`src/rtl/uart_boot_loader.sv`:
```
// Serial program loader: 8N1 receiver plus frame parser that writes little-endian words into
// one of NUM_TGT memories and holds the system in reset until a terminator frame arrives.
module uart_boot_loader #(
  parameter int unsigned DATA_W  = 32,
  parameter int unsigned ADDR_W  = 12,
  parameter int unsigned BAUD_W  = 16,
  parameter int unsigned NUM_TGT = 2,
  localparam int unsigned TGT_W  = (NUM_TGT > 1) ? $clog2(NUM_TGT) : 1
) (
  input  logic              clk_i,
  input  logic              rst_i,
  input  logic              prog_i,
  input  logic [BAUD_W-1:0] clks_per_bit_i,
  input  logic              rx_i,
  output logic              we_o,
  output logic [TGT_W-1:0]  tgt_o,
  output logic [ADDR_W-1:0] addr_o,
  output logic [DATA_W-1:0] wdata_o,
  output logic              hold_rst_o,
  output logic              busy_o,
  output logic              done_o,
  output logic [2:0]        err_o
);

  localparam int unsigned NBYTES = DATA_W / 8;
  localparam int unsigned BC_W   = (NBYTES > 1) ? $clog2(NBYTES) : 1;
  localparam logic [BC_W-1:0] LastByte = BC_W'(NBYTES - 1);
  localparam logic [8:0] NumTgtB = 9'(NUM_TGT);

  // ---------------------------------------------------------------------------------------------
  // Input synchroniser and prog_i edge detection
  // ---------------------------------------------------------------------------------------------
  logic rx_meta_q, rx_sync_q, rx_prev_q, prog_q;
  logic prog_rise, prog_fall;

  always_ff @(posedge clk_i or posedge rst_i) begin
    if (rst_i) begin
      rx_meta_q <= 1'b1;
      rx_sync_q <= 1'b1;
      rx_prev_q <= 1'b1;
      prog_q    <= 1'b0;
    end else begin
      rx_meta_q <= rx_i;
      rx_sync_q <= rx_meta_q;
      rx_prev_q <= rx_sync_q;
      prog_q    <= prog_i;
    end
  end

  assign prog_rise = prog_i & ~prog_q;
  assign prog_fall = ~prog_i & prog_q;

  // ---------------------------------------------------------------------------------------------
  // Byte receiver
  // ---------------------------------------------------------------------------------------------
  typedef enum logic [1:0] {RxIdle, RxStart, RxData, RxStop} rx_state_e;

  rx_state_e         rx_state_q, rx_state_d;
  logic [BAUD_W-1:0] rx_cnt_q, rx_cnt_d;
  logic [2:0]        rx_bit_q, rx_bit_d;
  logic [7:0]        rx_shift_q, rx_shift_d;
  logic              rx_dv, rx_ferr;
  logic [BAUD_W-1:0] half_bit;
  logic              bit_end;

  assign half_bit = clks_per_bit_i >> 1;
  assign bit_end  = (rx_cnt_q == clks_per_bit_i - BAUD_W'(1));

  always_comb begin
    rx_state_d = rx_state_q;
    rx_cnt_d   = rx_cnt_q;
    rx_bit_d   = rx_bit_q;
    rx_shift_d = rx_shift_q;
    rx_dv      = 1'b0;
    rx_ferr    = 1'b0;
    unique case (rx_state_q)
      RxIdle: begin
        if (rx_prev_q && !rx_sync_q) begin
          rx_state_d = RxStart;
          rx_cnt_d   = '0;
        end
      end
      RxStart: begin
        // A start bit that is high again at mid-bit was a glitch
        if (rx_cnt_q == half_bit - BAUD_W'(1)) begin
          rx_cnt_d   = '0;
          rx_bit_d   = '0;
          rx_state_d = rx_sync_q ? RxIdle : RxData;
        end else begin
          rx_cnt_d = rx_cnt_q + BAUD_W'(1);
        end
      end
      RxData: begin
        if (bit_end) begin
          rx_cnt_d   = '0;
          rx_shift_d = {rx_sync_q, rx_shift_q[7:1]};
          if (rx_bit_q == 3'd7) begin
            rx_state_d = RxStop;
          end else begin
            rx_bit_d = rx_bit_q + 3'd1;
          end
        end else begin
          rx_cnt_d = rx_cnt_q + BAUD_W'(1);
        end
      end
      RxStop: begin
        if (bit_end) begin
          rx_state_d = RxIdle;
          rx_dv      = rx_sync_q;
          rx_ferr    = ~rx_sync_q;
        end else begin
          rx_cnt_d = rx_cnt_q + BAUD_W'(1);
        end
      end
    endcase
    if (prog_rise) begin
      rx_state_d = RxIdle;
      rx_dv      = 1'b0;
      rx_ferr    = 1'b0;
    end
  end

  always_ff @(posedge clk_i or posedge rst_i) begin
    if (rst_i) begin
      rx_state_q <= RxIdle;
      rx_cnt_q   <= '0;
      rx_bit_q   <= '0;
      rx_shift_q <= '0;
    end else begin
      rx_state_q <= rx_state_d;
      rx_cnt_q   <= rx_cnt_d;
      rx_bit_q   <= rx_bit_d;
      rx_shift_q <= rx_shift_d;
    end
  end

  // ---------------------------------------------------------------------------------------------
  // Frame parser
  // ---------------------------------------------------------------------------------------------
  typedef enum logic [2:0] {
    StSync, StTgt, StLen0, StLen1, StBase0, StBase1, StData, StCsum
  } state_e;

  state_e            state_q, state_d;
  logic [TGT_W-1:0]  tgt_lat_q, tgt_lat_d;
  logic [15:0]       len_q, len_d;
  logic [15:0]       words_left_q, words_left_d;
  logic [7:0]        base_lo_q, base_lo_d;
  logic [ADDR_W-1:0] addr_cur_q, addr_cur_d;
  logic [BC_W-1:0]   byte_cnt_q, byte_cnt_d;
  logic [DATA_W-1:0] word_q, word_d, word_next;
  logic [7:0]        csum_q, csum_d;
  logic              we_q, we_d;
  logic [TGT_W-1:0]  tgt_q, tgt_d;
  logic [ADDR_W-1:0] addr_q, addr_d;
  logic [DATA_W-1:0] wdata_q, wdata_d;
  logic              done_q, done_d;
  logic [2:0]        err_q, err_d;
  logic [7:0]        rx_byte;

  assign rx_byte = rx_shift_q;

  // Bytes enter at the top so the first byte ends up least significant
  if (DATA_W == 8) begin : g_word_8
    assign word_next = rx_byte;
  end else begin : g_word_wide
    assign word_next = {rx_byte, word_q[DATA_W-1:8]};
  end

  always_comb begin
    state_d      = state_q;
    tgt_lat_d    = tgt_lat_q;
    len_d        = len_q;
    words_left_d = words_left_q;
    base_lo_d    = base_lo_q;
    addr_cur_d   = addr_cur_q;
    byte_cnt_d   = byte_cnt_q;
    word_d       = word_q;
    csum_d       = csum_q;
    we_d         = 1'b0;
    tgt_d        = tgt_q;
    addr_d       = addr_q;
    wdata_d      = wdata_q;
    done_d       = done_q;
    err_d        = err_q;

    if (prog_rise) begin
      state_d = StSync;
      done_d  = 1'b0;
      err_d   = '0;
    end else if (prog_fall) begin
      state_d = StSync;
    end else begin
      if (rx_ferr) begin
        err_d[0] = 1'b1;
        state_d  = StSync;
      end
      // The parser keeps running with prog_i low so a terminator can release reset;
      // only the memory writes are gated by prog_i.
      if (rx_dv) begin
        if (state_q != StSync && state_q != StCsum) begin
          csum_d = csum_q ^ rx_byte;
        end
        unique case (state_q)
          StSync: begin
            if (rx_byte == 8'hA5) begin
              csum_d  = '0;
              state_d = StTgt;
            end
          end
          StTgt: begin
            if ({1'b0, rx_byte} >= NumTgtB) begin
              err_d[2] = 1'b1;
              state_d  = StSync;
            end else begin
              tgt_lat_d = rx_byte[TGT_W-1:0];
              state_d   = StLen0;
            end
          end
          StLen0: begin
            len_d[7:0] = rx_byte;
            state_d    = StLen1;
          end
          StLen1: begin
            len_d[15:8] = rx_byte;
            state_d     = StBase0;
          end
          StBase0: begin
            base_lo_d = rx_byte;
            state_d   = StBase1;
          end
          StBase1: begin
            addr_cur_d   = ADDR_W'({rx_byte, base_lo_q});
            words_left_d = len_q;
            byte_cnt_d   = '0;
            state_d      = (len_q == 16'd0) ? StCsum : StData;
          end
          StData: begin
            word_d = word_next;
            if (byte_cnt_q == LastByte) begin
              byte_cnt_d   = '0;
              addr_cur_d   = addr_cur_q + ADDR_W'(1);
              words_left_d = words_left_q - 16'd1;
              if (prog_i) begin
                we_d    = 1'b1;
                tgt_d   = tgt_lat_q;
                addr_d  = addr_cur_q;
                wdata_d = word_next;
              end
              if (words_left_q == 16'd1) begin
                state_d = StCsum;
              end
            end else begin
              byte_cnt_d = byte_cnt_q + BC_W'(1);
            end
          end
          StCsum: begin
            if (rx_byte != csum_q) begin
              err_d[1] = 1'b1;
            end else if (len_q == 16'd0) begin
              done_d = 1'b1;
            end
            state_d = StSync;
          end
        endcase
      end
    end
  end

  always_ff @(posedge clk_i or posedge rst_i) begin
    if (rst_i) begin
      state_q      <= StSync;
      tgt_lat_q    <= '0;
      len_q        <= '0;
      words_left_q <= '0;
      base_lo_q    <= '0;
      addr_cur_q   <= '0;
      byte_cnt_q   <= '0;
      word_q       <= '0;
      csum_q       <= '0;
      we_q         <= 1'b0;
      tgt_q        <= '0;
      addr_q       <= '0;
      wdata_q      <= '0;
      done_q       <= 1'b0;
      err_q        <= '0;
    end else begin
      state_q      <= state_d;
      tgt_lat_q    <= tgt_lat_d;
      len_q        <= len_d;
      words_left_q <= words_left_d;
      base_lo_q    <= base_lo_d;
      addr_cur_q   <= addr_cur_d;
      byte_cnt_q   <= byte_cnt_d;
      word_q       <= word_d;
      csum_q       <= csum_d;
      we_q         <= we_d;
      tgt_q        <= tgt_d;
      addr_q       <= addr_d;
      wdata_q      <= wdata_d;
      done_q       <= done_d;
      err_q        <= err_d;
    end
  end

  assign we_o       = we_q;
  assign tgt_o      = tgt_q;
  assign addr_o     = addr_q;
  assign wdata_o    = wdata_q;
  assign busy_o     = (state_q != StSync);
  assign done_o     = done_q;
  assign err_o      = err_q;
  assign hold_rst_o = prog_i | ~done_q;

endmodule
```
`config.mk`:
```
export PLATFORM = sky130hd
export DESIGN_NAME = uart_boot_loader
export DESIGN_NICKNAME = d
export VERILOG_FILES = /design/src/rtl/uart_boot_loader.sv
export SDC_FILE = /design/constraint.sdc
export NUM_CORES = 1
export LEC_CHECK = 0
export ABC_AREA = 0
export CORE_MARGIN = 4
export CORE_UTILIZATION = 60
export CTS_CLUSTER_SIZE = 30
export DETAILED_ROUTE_END_ITERATION = 10
export PLACE_DENSITY = 0.87
export SYNTH_ARGS = -nofsm -noshare
export SYNTH_HDL_FRONTEND = slang
export SYNTH_SLANG_ARGS = --single-unit
```
`constraint.sdc`:
```
create_clock -name clk_i -period 20.1 [get_ports clk_i]
set_clock_uncertainty 0.05 [all_clocks]
set_input_delay 5.025 -clock clk_i [delete_from_list [all_inputs] [get_ports clk_i]]
set_output_delay 5.025 -clock clk_i [all_outputs]
set_load 0.05 [all_outputs]
```
# Word-level counts from Yosys, hierarchy flattened
# Index checks and enable logic that the tools add are counted.
[totals] ff_bits=181 in_bits=20 output_inout_bits=52 elab_cells=171
[op_classes] addsub=7 order_cmp=1 n_eq_ne=31 muxes=62 bitwise=11 reduce_logical=33
[op_table] op="$mux 16" n=5
[op_table] op="$pmux 16 s4" n=1
[op_table] op="$mux 3" n=12
[op_table] op="$eq 16x16->1" n=2
[op_table] op="$pmux 16 s2" n=1
[op_table] op="$reduce_and 4->1" n=8
[op_table] op="$sub 16x1->16 const B" n=2
[op_table] op="$mux 1" n=24
[op_table] op="$mux 8" n=3
[op_table] op="$pmux 12 s2" n=1
[op_table] op="$pmux 3 s8" n=1
[op_table] op="$mux 2" n=10
[op_table] op="$reduce_and 5->1" n=4
[op_table] op="$ne 3x3->1 const B" n=6
[op_table] op="$reduce_bool 2->1" n=9
[op_table] op="$add 16x1->16 const B" n=1
[op_table] op="$eq 16x1->1 const B" n=1
[op_table] op="$logic_not 16->1" n=1
[op_table] op="$ne 2x2->1 const B" n=8
[op_table] op="$sub 15x1->16 const B" n=1
[op_table] op="$eq 3x3->1 const B" n=5
[op_table] op="$add 12x1->12 const B" n=1
[op_table] op="$mux 12" n=1
[op_table] op="$eq 8x8->1 const B" n=1
[op_table] op="23 further kinds" n=36

# Longest topological paths before layout
# Gate-level depths: netlist (run 1).
[depth] ltp_word=12 mapped_depth=15 mapped_depth_nobuf=10

# Least setup slack after synthesis (run 1)
# No wires, ideal clock.
[synth_path] kind="input-to-output" start="input port prog_i" end="output port hold_rst_o" arrival_ns=5.428 required_ns=15.025 slack_ns=9.597 cell_stages=1 path_buffers=0 cell_sequence="nand2b_1"
[synth_between] elab_chain_len=1
[synth_lines] item="start, declared" line="12" text="input logic prog_i,"
[synth_lines] item="$or 1x1->1" line="313" text="assign hold_rst_o = prog_i | ~done_q;"
[synth_lines] item="end, declared" line="19" text="output logic hold_rst_o,"
# No other way between the ends.

# Worst setup path in the final report (run 1)
# Ends and elaborated chain as after synthesis.

==> qor.txt, run 1 <==
Worst-path fanout max = 7
Mapped Area = 9400 µm²
Initial core utilization = 61.6%
Clock root cell = clkbuf_16
Row count = 45
Slew headroom = 26.2%
Final WS setup = 8320 ps
Initial antenna violation count = 0
Maximum clock rate = 84.9 MHz
WP buf/inv = 2
Period utilization = 58.6%
Max Cap Viol = 0
Avg Inst Size Synth = 10.3 µm²
Worst skew pair latency = 440 ps
Chip width = 133 µm
CTS buffer count = 17
Area grow syn2layout = 14.1%
Outcome = finished clean
Gr ovfl total = 0
Port buffer count = 71
Critical path depth in cells = 3
Worst path slowest cell = clkdlybuf4s50_1
Worst path top cell family by delay = buffers and inverters
Cells after DPL = 1,136
GPL Wtd Cong = 0.923
Sequential element share of the synthesized area = 46.1%
CTS tree = yes
Starting DRT DRC Count = 1,107
R2r worst-path depth = 9
CP Data Required Time = 15,030 ps
DRC viols = 0
Largest net degree at the start of global routing = 89
Post-Layout Cell Count = 1,168
Post-CTS Resized = 0
Max IR drop VDD = 0.0000657 V
FFs w/ async S/R, synth = 100%
Worst-path cell chain = clkdlybuf4s50_1 > nand2b_1 > clkdlybuf4s50_1
DR pass1 iterations = 6
Seq. cell area = 4330 µm²
First-pass GRT wire length = 39,400 µm
Most frequent CP cell = clkdlybuf4s50_1
Leakage = 4.76 nW
RSZ-0062 raised after global routing = false
Sink Count = 173
Crit path kind = input port to output pin
Fill count = 1,022
Peak per-stage delay on the critical path = 800 ps
Maximum root-to-sink buffer count = 2
Worst-Margin Slew = 1110 ps
WHS Path Cells = 0
Htree depth = 4
Core footprint = 15,300 µm²
Total negative slack = 0 ps
Wire length per cell = 20.5 µm
Hold Path Class = register to register
Final setup viols = 0
Netlist cell types = 77
Final Slew Violations = 0
Clock-pin slew on the worst setup and hold paths = 70 ps
CP Launch Type = input port
Share of layout cells above drive strength 1 = 17.2%
Dominant synthesized flop cell = dfrtp_1
Routed via count = 7,510
Via density = 6.43
Total Routed Length = 24,000 µm
CP Capture Type = output pin
Worst EP arrival = 6700 ps
Postcts setup bufs = 0
Number of synthesized flops with an enable pin = 0
Ys Warns = 0
Syn nets = 939
Multi-input logic area = 4580 µm²
Vias in the first global route = 7,395
Post-route cell area = 10,700 µm²
Total Routing Usage GR = 27.5%
Antenna fix cells = 0
Minimum clock period = 11,780 ps
Final hold vios = 0
Hold Buf Count CTS = 0
Cells after synthesis = 910
Die height = 133 µm
PwrDens = 71.0 nW/µm²
Hpwl dp = 14,700 µm
Post-placement cell area = 10,100 µm²
Final core occ = 70.3%
Die area = 17,700 µm²
Num ports = 72
Synthesized flop and latch total = 173
Post-Place Setup Slack = 8360 ps
NumNets Final = 973
Final antenna-violating net count = 0
[routing by layer]
layer	up-vias	share of wire [%]	GRT usage, %
li1	3354	-	-
met1	3709	41	38.0
met2	383	49	43.8
met3	64	7.4	4.95
met4	0	2.6	10.6
met5	-	0	0
[state kept, by name (all words and copies together), names as in the netlist, 2 cells and up]
register / count
wdata_o: 32
rx_state_q: 2
word_q: 24
state_q: 3
byte_cnt_q: 2
base_lo_q: 8
addr_cur_q: 12
rx_byte: 8
addr_o: 12
rx_bit_q: 3
err_o: 3
len_q: 16
rx_cnt_q: 16
csum_q: 8
words_left_q: 16
[report_power, final]
group	switching, mW	internal (mW)	leakage (nW)	total [mW]
Clock	0.163	0.169	0.294	0.332
Sequential	0.0137	0.354	2.33	0.367
Combinational	0.0345	0.0270	2.14	0.0615
[cell usage in the layout (no fill, tap or decap), types with 7 or more instances in the layout]
cell and n:
a31oi_1 24, clkdlybuf4s50_1 71, nand3_1 30, mux2_4 40, clkinv_8 7, o21ai_0 41
xor2_1 12, nand2_1 59, clkbuf_16 17, nor3_1 15, buf_4 8, inv_1 40
o22ai_1 8, and2_1 7, nor2_1 54, ha_1 9, and3_1 18, a21oi_1 67
mux2_2 58, xnor2_1 33, nand4_1 20, dfrtp_1 170, nor4_1 23
[through the flow]
stage / total power, mW / hold slack (ps)
floorplan: 0.418 / 295
global placement: 0.433 / 297
detailed placement: 0.434 / 297
CTS: 0.763 / 316
global route: 0.787 / 319
finish: 0.761 / 316
[Yosys cell counts (all sizes together), types with 4 or more instances]
cell type / number / area [µm²]
dfrtp: 170 / 4250
mux2: 98 / 1250
a21oi: 68 / 344
nand2: 59 / 221
nor2: 55 / 209
o21ai: 42 / 210
inv: 41 / 154
clkbuf: 40 / 150
xnor2: 33 / 289
nand3: 30 / 150
nor4: 26 / 181
a31oi: 24 / 150
buf: 24 / 191
nand4: 21 / 138
and3: 18 / 113
nor3: 17 / 85.1
xor2: 12 / 105
ha: 9 / 113
o22ai: 9 / 62.6
and2: 7 / 43.8
nor2b: 7 / 51.3
nor4b: 7 / 97.6
or4: 7 / 56.3
and4: 6 / 52.6
mux2i: 6 / 60.1
nand2b: 6 / 37.5
or3: 5 / 31.3
a211oi: 4 / 30.0
a22o: 4 / 35.0
o31ai: 4 / 35.0
o41ai: 4 / 35.0
[worst register-to-register path: cells and delay by family (launching register included)]
family          cells  cell delay (ps)
flops               1              450
simple gates        4             1880
compound gates      3             1040
buf+inv             1              340
xor+xnor            1              180
[area by class of cell]
class / count / area share, %
multi-input combinational: 631 / 42.7
sequential: 173 / 40.4
timing repair buffer: 79 / 7.19
clock buffer: 17 / 3.97
tap: 211 / 2.46
clock inverter: 15 / 1.77
inverter: 42 / 1.52
[cell families after synthesis]
kind of cell / share of synthesized area [%]
DFF: 46.1
and+or+nand+nor: 16.3
buffers and inverters: 5.31
xor gates and xnor gates: 4.43
AOI/OAI and AO/OA: 12.7
muxes: 14.0
adders and majority gates: 1.20
[path summary, 6_finish.rpt]
kind                       slack [ps]         from            end
max in group asynchronous       13380        rst_i      csum_q[3]
min in group asynchronous        5070        rst_i      addr_o[7]
hold / removal                    320    rx_meta_q      rx_sync_q
setup / recovery                 8320       prog_i     hold_rst_o
hold reg to reg                   320    rx_meta_q      rx_sync_q
setup reg to reg                16040  rx_cnt_q[4]  addr_cur_q[0]
Power figures use the tool's default switching activity.
==> run 2, diff against run 1 <==
--- a/config.mk
+++ b/config.mk
@@ -7,10 +7,10 @@
 export LEC_CHECK = 0
 export ABC_AREA = 0
 export CORE_MARGIN = 4
-export CORE_UTILIZATION = 60
+export CORE_UTILIZATION = 59
 export CTS_CLUSTER_SIZE = 30
 export DETAILED_ROUTE_END_ITERATION = 10
-export PLACE_DENSITY = 0.87
+export PLACE_DENSITY = 0.85
 export SYNTH_ARGS = -nofsm -noshare
 export SYNTH_HDL_FRONTEND = slang
 export SYNTH_SLANG_ARGS = --single-unit
==> constraint.sdc (replaced) <==
create_clock -name clk_i -period 11.6 [get_ports clk_i]
set_clock_uncertainty 0.05 [all_clocks]
set_input_delay 2.9 -clock clk_i [delete_from_list [all_inputs] [get_ports clk_i]]
set_output_delay 2.9 -clock clk_i [all_outputs]
set_load 0.05 [all_outputs]
==> qor.txt, run 2 (same netlist as run 1, synthesis figures left out) <==
Chip width = 134 µm (+0.80%)
Hpwl dp = 14,600 µm (-0.39%)
Wire length per cell = 19.5 µm (-5.2%)
Final hold vios = 0 (unchanged)
Share of layout cells above drive strength 1 = 17.2% (-0.087 points)
Sink Count = 173 (unchanged)
Worst skew pair latency = 440 ps (about the same)
Total Routed Length = 22,700 µm (-5.3%)
RSZ-0062 raised after global routing = false
Leakage = 4.76 nW (about the same)
Post-CTS Resized = 0 (unchanged)
Worst-Margin Slew = 1200 ps (+89.8 ps)
DRC viols = 0 (unchanged)
Worst EP arrival = 7690 ps (+990 ps)
PwrDens = 123 nW/µm² (+74%)
Maximum root-to-sink buffer count = 2 (unchanged)
Vias in the first global route = 7,086 (-4.2%)
Htree depth = 4 (unchanged)
Final antenna-violating net count = 0 (unchanged)
Overall power = 1.32 mW (+74%)
Row count = 45 (unchanged)
Max IR drop VDD = 0.000108 V (+65%)
Worst-path fanout max = 24 (+17)
Critical path depth in cells = 11 (+8)
CP Data Required Time = 11,870 ps (-3160 ps)
Die height = 134 µm (+0.80%)
Hold Path Class = register to register
Total negative slack = 0 ps (unchanged)
Final WS setup = 4180 ps (-4150 ps)
Postcts setup bufs = 0 (unchanged)
Slew headroom = 20.2% (-6.1 points)
Port buffer count = 71 (unchanged)
Outcome = finished clean
Cells after DPL = 1,135 (-0.088%)
Largest net degree at the start of global routing = 92 (+3.4%)
Initial antenna violation count = 0 (unchanged)
Routed via count = 7,417 (-1.2%)
Die area = 18,000 µm² (+1.6%)
WP buf/inv = 2 (unchanged)
Minimum clock period = 7420 ps
Worst path slowest cell = nor2_2
Hold slack = 309 ps (-7.03 ps)
Peak per-stage delay on the critical path = 1050 ps (+250 ps)
Final Slew Violations = 0 (unchanged)
Core footprint = 15,400 µm² (+1.1%)
CTS buffer count = 17 (unchanged)
Max reg flops = 32 (unchanged)
Gr ovfl total = 0 (unchanged)
Post-Place Setup Slack = 3810 ps (-4550 ps)
Maximum clock rate = 135 MHz
GPL Wtd Cong = 0.936 (+1.4%)
CP Capture Type = register
DR pass1 iterations = 5 (-1)
WHS Path Cells = 0 (unchanged)
Final setup viols = 0 (unchanged)
Max Cap Viol = 0 (unchanged)
NumNets Final = 972 (-0.10%)
Post-Layout Cell Count = 1,167 (-0.086%)
CP Launch Type = input port
Period utilization = 64.0%
Clock root cell = clkbuf_16
CTS tree = yes
Area grow syn2layout = 14.0% (about the same)
Crit path kind = input port to register
Post-placement cell area = 10,100 µm² (about the same)
Initial core utilization = 60.9% (-0.67 points)
Most frequent cells in the layout = dfrtp_1, clkdlybuf4s50_1, a21oi_1
Commonest non-fill, non-tap cell in the layout = dfrtp_1
Starting DRT DRC Count = 813 (-27%)
Worst-path cell chain = clkdlybuf4s50_1 > inv_1 > ha_1 > nor4b_4 > a21oi_1 > or4_1 > a311oi_1 > and4_1 > nand4_2 > nor2_2 > mux2_2
Worst path top cell family by delay = simple AND/OR/NAND/NOR gates
Hold Buf Count CTS = 0 (unchanged)
Num ports = 72 (unchanged)
Clock-pin slew on the worst setup and hold paths = 70 ps (about the same)
Final core occ = 69.5% (-0.83 points)
Post-route cell area = 10,700 µm² (about the same)
R2r worst-path depth = 8 (-1)
Via density = 6.36 (-1.2%)
Total Routing Usage GR = 25.7% (-1.8 points)
First-pass GRT wire length = 37,300 µm (-5.5%)
Antenna fix cells = 0 (unchanged)
[run 2: layout make-up]
class / instances / area (µm²)
multi-input cells: 631 / 4580
inverters: 42 / 163
clock buffers: 17 / 425
repair buffers: 78 / 763
well taps: 211 / 264
fillers: 1122 / 4710
clock inverters: 15 / 189
flip-flops and latches: 173 / 4330
[run 2: final timing paths]
check                                  start         end  slack (ps)
max in group asynchronous              rst_i  state_q[2]        7020
hold reg to reg                    rx_meta_q   rx_sync_q         310
setup / recovery           clks_per_bit_i[1]   word_q[9]        4180
setup reg to reg                 rx_cnt_q[4]   word_q[9]        7380
hold / removal                     rx_meta_q   rx_sync_q         310
min in group asynchronous              rst_i  addr_o[11]        2940
[run 2: worst reg2reg max path, stage by stage (launching register included)]
cell and delay, ps:
dfrtp_1 440, xnor2_1 180, or4_1 490, a221o_1 400
a311oi_1 200, and4_1 440, nand4_2 440, nor2_2 1060
mux2_2 440
[run 2: metal layers]
layer,share of wire (%),track usage (%),up-vias
li1,-,-,3372
met1,42,35.7,3622
met2,48,40.3,376
met3,8.0,5.44,47
met4,2.1,8.94,0
met5,0,0,-
[run 2: where the power goes]
part	internal (mW)	total, mW	switching (mW)
logic	0.0467	0.108	0.0608
registers	0.613	0.636	0.0231
clock network	0.294	0.578	0.284
==> run 3, diff against run 2 <==
==> constraint.sdc (replaced) <==
create_clock -name clk_i -period 7.15 [get_ports clk_i]
set_clock_uncertainty 0.05 [all_clocks]
set_input_delay 1.7875 -clock clk_i [delete_from_list [all_inputs] [get_ports clk_i]]
set_output_delay 1.7875 -clock clk_i [all_outputs]
set_load 0.05 [all_outputs]
==> qor.txt, run 3 (same netlist as run 1, synthesis figures left out) <==
Total Routed Length = 23,000 µm (+1.2%)
Seq pwr share = 48.5% (+0.4 points)
DRC viols = 0 (unchanged)
Area grow syn2layout = 14.2%
Commonest non-fill, non-tap cell in the layout = dfrtp_1
CP Capture Type = register
Postcts setup bufs = 0 (unchanged)
Hold Path Class = register to register
Htree depth = 4 (unchanged)
Sw power = 0.588 mW (+60%)
PwrDens = 198 nW/µm² (+61%)
Routed via count = 7,360 (-0.77%)
Clock root cell = clkbuf_16
Num ports = 72 (unchanged)
Clock-pin slew on the worst setup and hold paths = 70 ps (about the same)
Max reg flops = 32 (unchanged)
Worst-Margin Slew = 1060 ps (-133 ps)
Hold slack = 307 ps (-1.63 ps)
Worst EP arrival = 6070 ps (-1620 ps)
DR pass1 iterations = 5 (unchanged)
Sink Count = 173 (unchanged)
Worst path top cell family by delay = simple AND/OR/NAND/NOR gates
Maximum root-to-sink buffer count = 2 (unchanged)
Final core occ = 69.6% (+0.15 points)
Clock Power Share = 43.3% (-0.4 points)
Post-Place Setup Slack = 962 ps (-2850 ps)
Max Cap Viol = 0 (unchanged)
Total negative slack = 0 ps (unchanged)
Antenna fix cells = 0 (unchanged)
Worst skew pair latency = 440 ps (about the same)
Switching share of power = 27.6% (-0.21 points)
Worst-path fanout max = 15 (-38%)
Period utilization = 81.2%
Port buffer count = 71 (unchanged)
Total Routing Usage GR = 25.6% (-0.085 points)
Row count = 45 (unchanged)
Peak per-stage delay on the critical path = 600 ps (-450 ps)
Fill count = 1,086 (-3.2%)
Comb power frac = 8.2% (about the same)
Vias in the first global route = 7,113 (+0.38%)
Outcome = finished clean
Overall power = 2.13 mW (+61%)
Final antenna-violating net count = 0 (unchanged)
First-pass GRT wire length = 37,200 µm (-0.11%)
Max IR drop VDD = 0.000185 V (+71%)
RSZ-0062 raised after global routing = false
Initial core utilization = 60.9% (unchanged)
GPL Wtd Cong = 0.947 (+1.2%)
Share of layout cells above drive strength 1 = 17.6% (+0.43 points)
Hpwl dp = 15,200 µm (+4.4%)
Leakage = 4.78 nW (+0.31%)
Die height = 134 µm (unchanged)
Worst path slowest cell = nor3_2
Via density = 6.28 (-1.2%)
Starting DRT DRC Count = 854 (+5.0%)
Final Slew Violations = 0 (unchanged)
Final setup viols = 0 (unchanged)
Crit path kind = input port to register
Post-CTS Resized = 0 (unchanged)
Final hold vios = 0 (unchanged)
Initial antenna violation count = 0 (unchanged)
Wire length per cell = 19.6 µm (+0.77%)
Post-placement cell area = 10,200 µm² (+0.49%)
CTS tree = yes
Maximum clock rate = 172 MHz
Slew headroom = 29.0% (+8.8 points)
Largest net degree at the start of global routing = 76 (-17%)
Post-Layout Cell Count = 1,172 (+0.43%)
WP buf/inv = 3 (+1)
R2r setup slk = 3350 ps (-4030 ps)
Cells after DPL = 1,140 (+0.44%)
CP Data Required Time = 7410 ps (-4460 ps)
Most frequent cells in the layout = dfrtp_1, clkdlybuf4s50_1, a21oi_1
Post-route cell area = 10,700 µm² (+0.22%)
Final WS setup = 1340 ps (-2840 ps)
Chip width = 134 µm (unchanged)
Die area = 18,000 µm² (unchanged)
Most frequent CP cell = a21oi_1
Core footprint = 15,400 µm² (unchanged)
P_int = 1.54 mW (+62%)
Minimum clock period = 5810 ps
NumNets Final = 977 (+0.51%)
Worst-path cell chain = clkdlybuf4s50_1 > inv_1 > ha_1 > nor4b_4 > a21oi_1 > or4_1 > a311oi_1 > and4_1 > nand4_2 > nor3_2 > buf_4 > a21oi_1
Hold Buf Count CTS = 0 (unchanged)
CTS buffer count = 17 (unchanged)
CP Launch Type = input port
Gr ovfl total = 0 (unchanged)
-- run 3: cell types whose count changed in the layout (fill, tap and decap cells not counted) --
cell,delta
inv_6,+1
inv_12,-1
clkinvlp_4,+1
buf_12,+1
clkinv_8,-3
inv_8,+2
buf_4,+4
-- run 3: metal layers --
metal  track usage, %  vias up  wire length, µm
li1                 -     3370                -
met1             35.9     3586             9760
met2             40.0      342            11000
met3             5.06       62             1630
met4             8.94        0              574
met5                0        -                0
-- run 3: cell type report --
type                            count  area, µm²  area share (%)
Multi-Input combinational cell    631       4580            42.6
Sequential cell                   173       4330            40.3
Timing Repair Buffer               83        813            7.57
Clock buffer                       17        425            3.96
Tap cell                          211        264            2.46
Clock inverter                     15        163            1.51
Inverter                           42        163            1.51
-- run 3: worst paths after layout --
check                      cells past startpoint             to              start
max                                           12  addr_cur_q[9]  clks_per_bit_i[1]
min                                            0      rx_sync_q          rx_meta_q
max reg2reg                                    9  addr_cur_q[9]        rx_cnt_q[4]
min reg2reg                                    0      rx_sync_q          rx_meta_q
max in group asynchronous                      3      csum_q[7]              rst_i
min in group asynchronous                      2      addr_o[5]              rst_i
-- run 3: power groups by stage --
| stage | sequential (mW) | combinational (mW) | clock (mW) |
|---|---|---|---|
| 3_5_place_dp | 1.05 | 0.173 | 0 |
| 5_1_grt | 1.04 | 0.195 | 0.971 |
| 2_1_floorplan | 1.03 | 0.145 | 0 |
| 3_3_place_gp | 1.05 | 0.169 | 0 |
| 6_report | 1.03 | 0.174 | 0.922 |
| 4_1_cts | 1.03 | 0.174 | 0.925 |
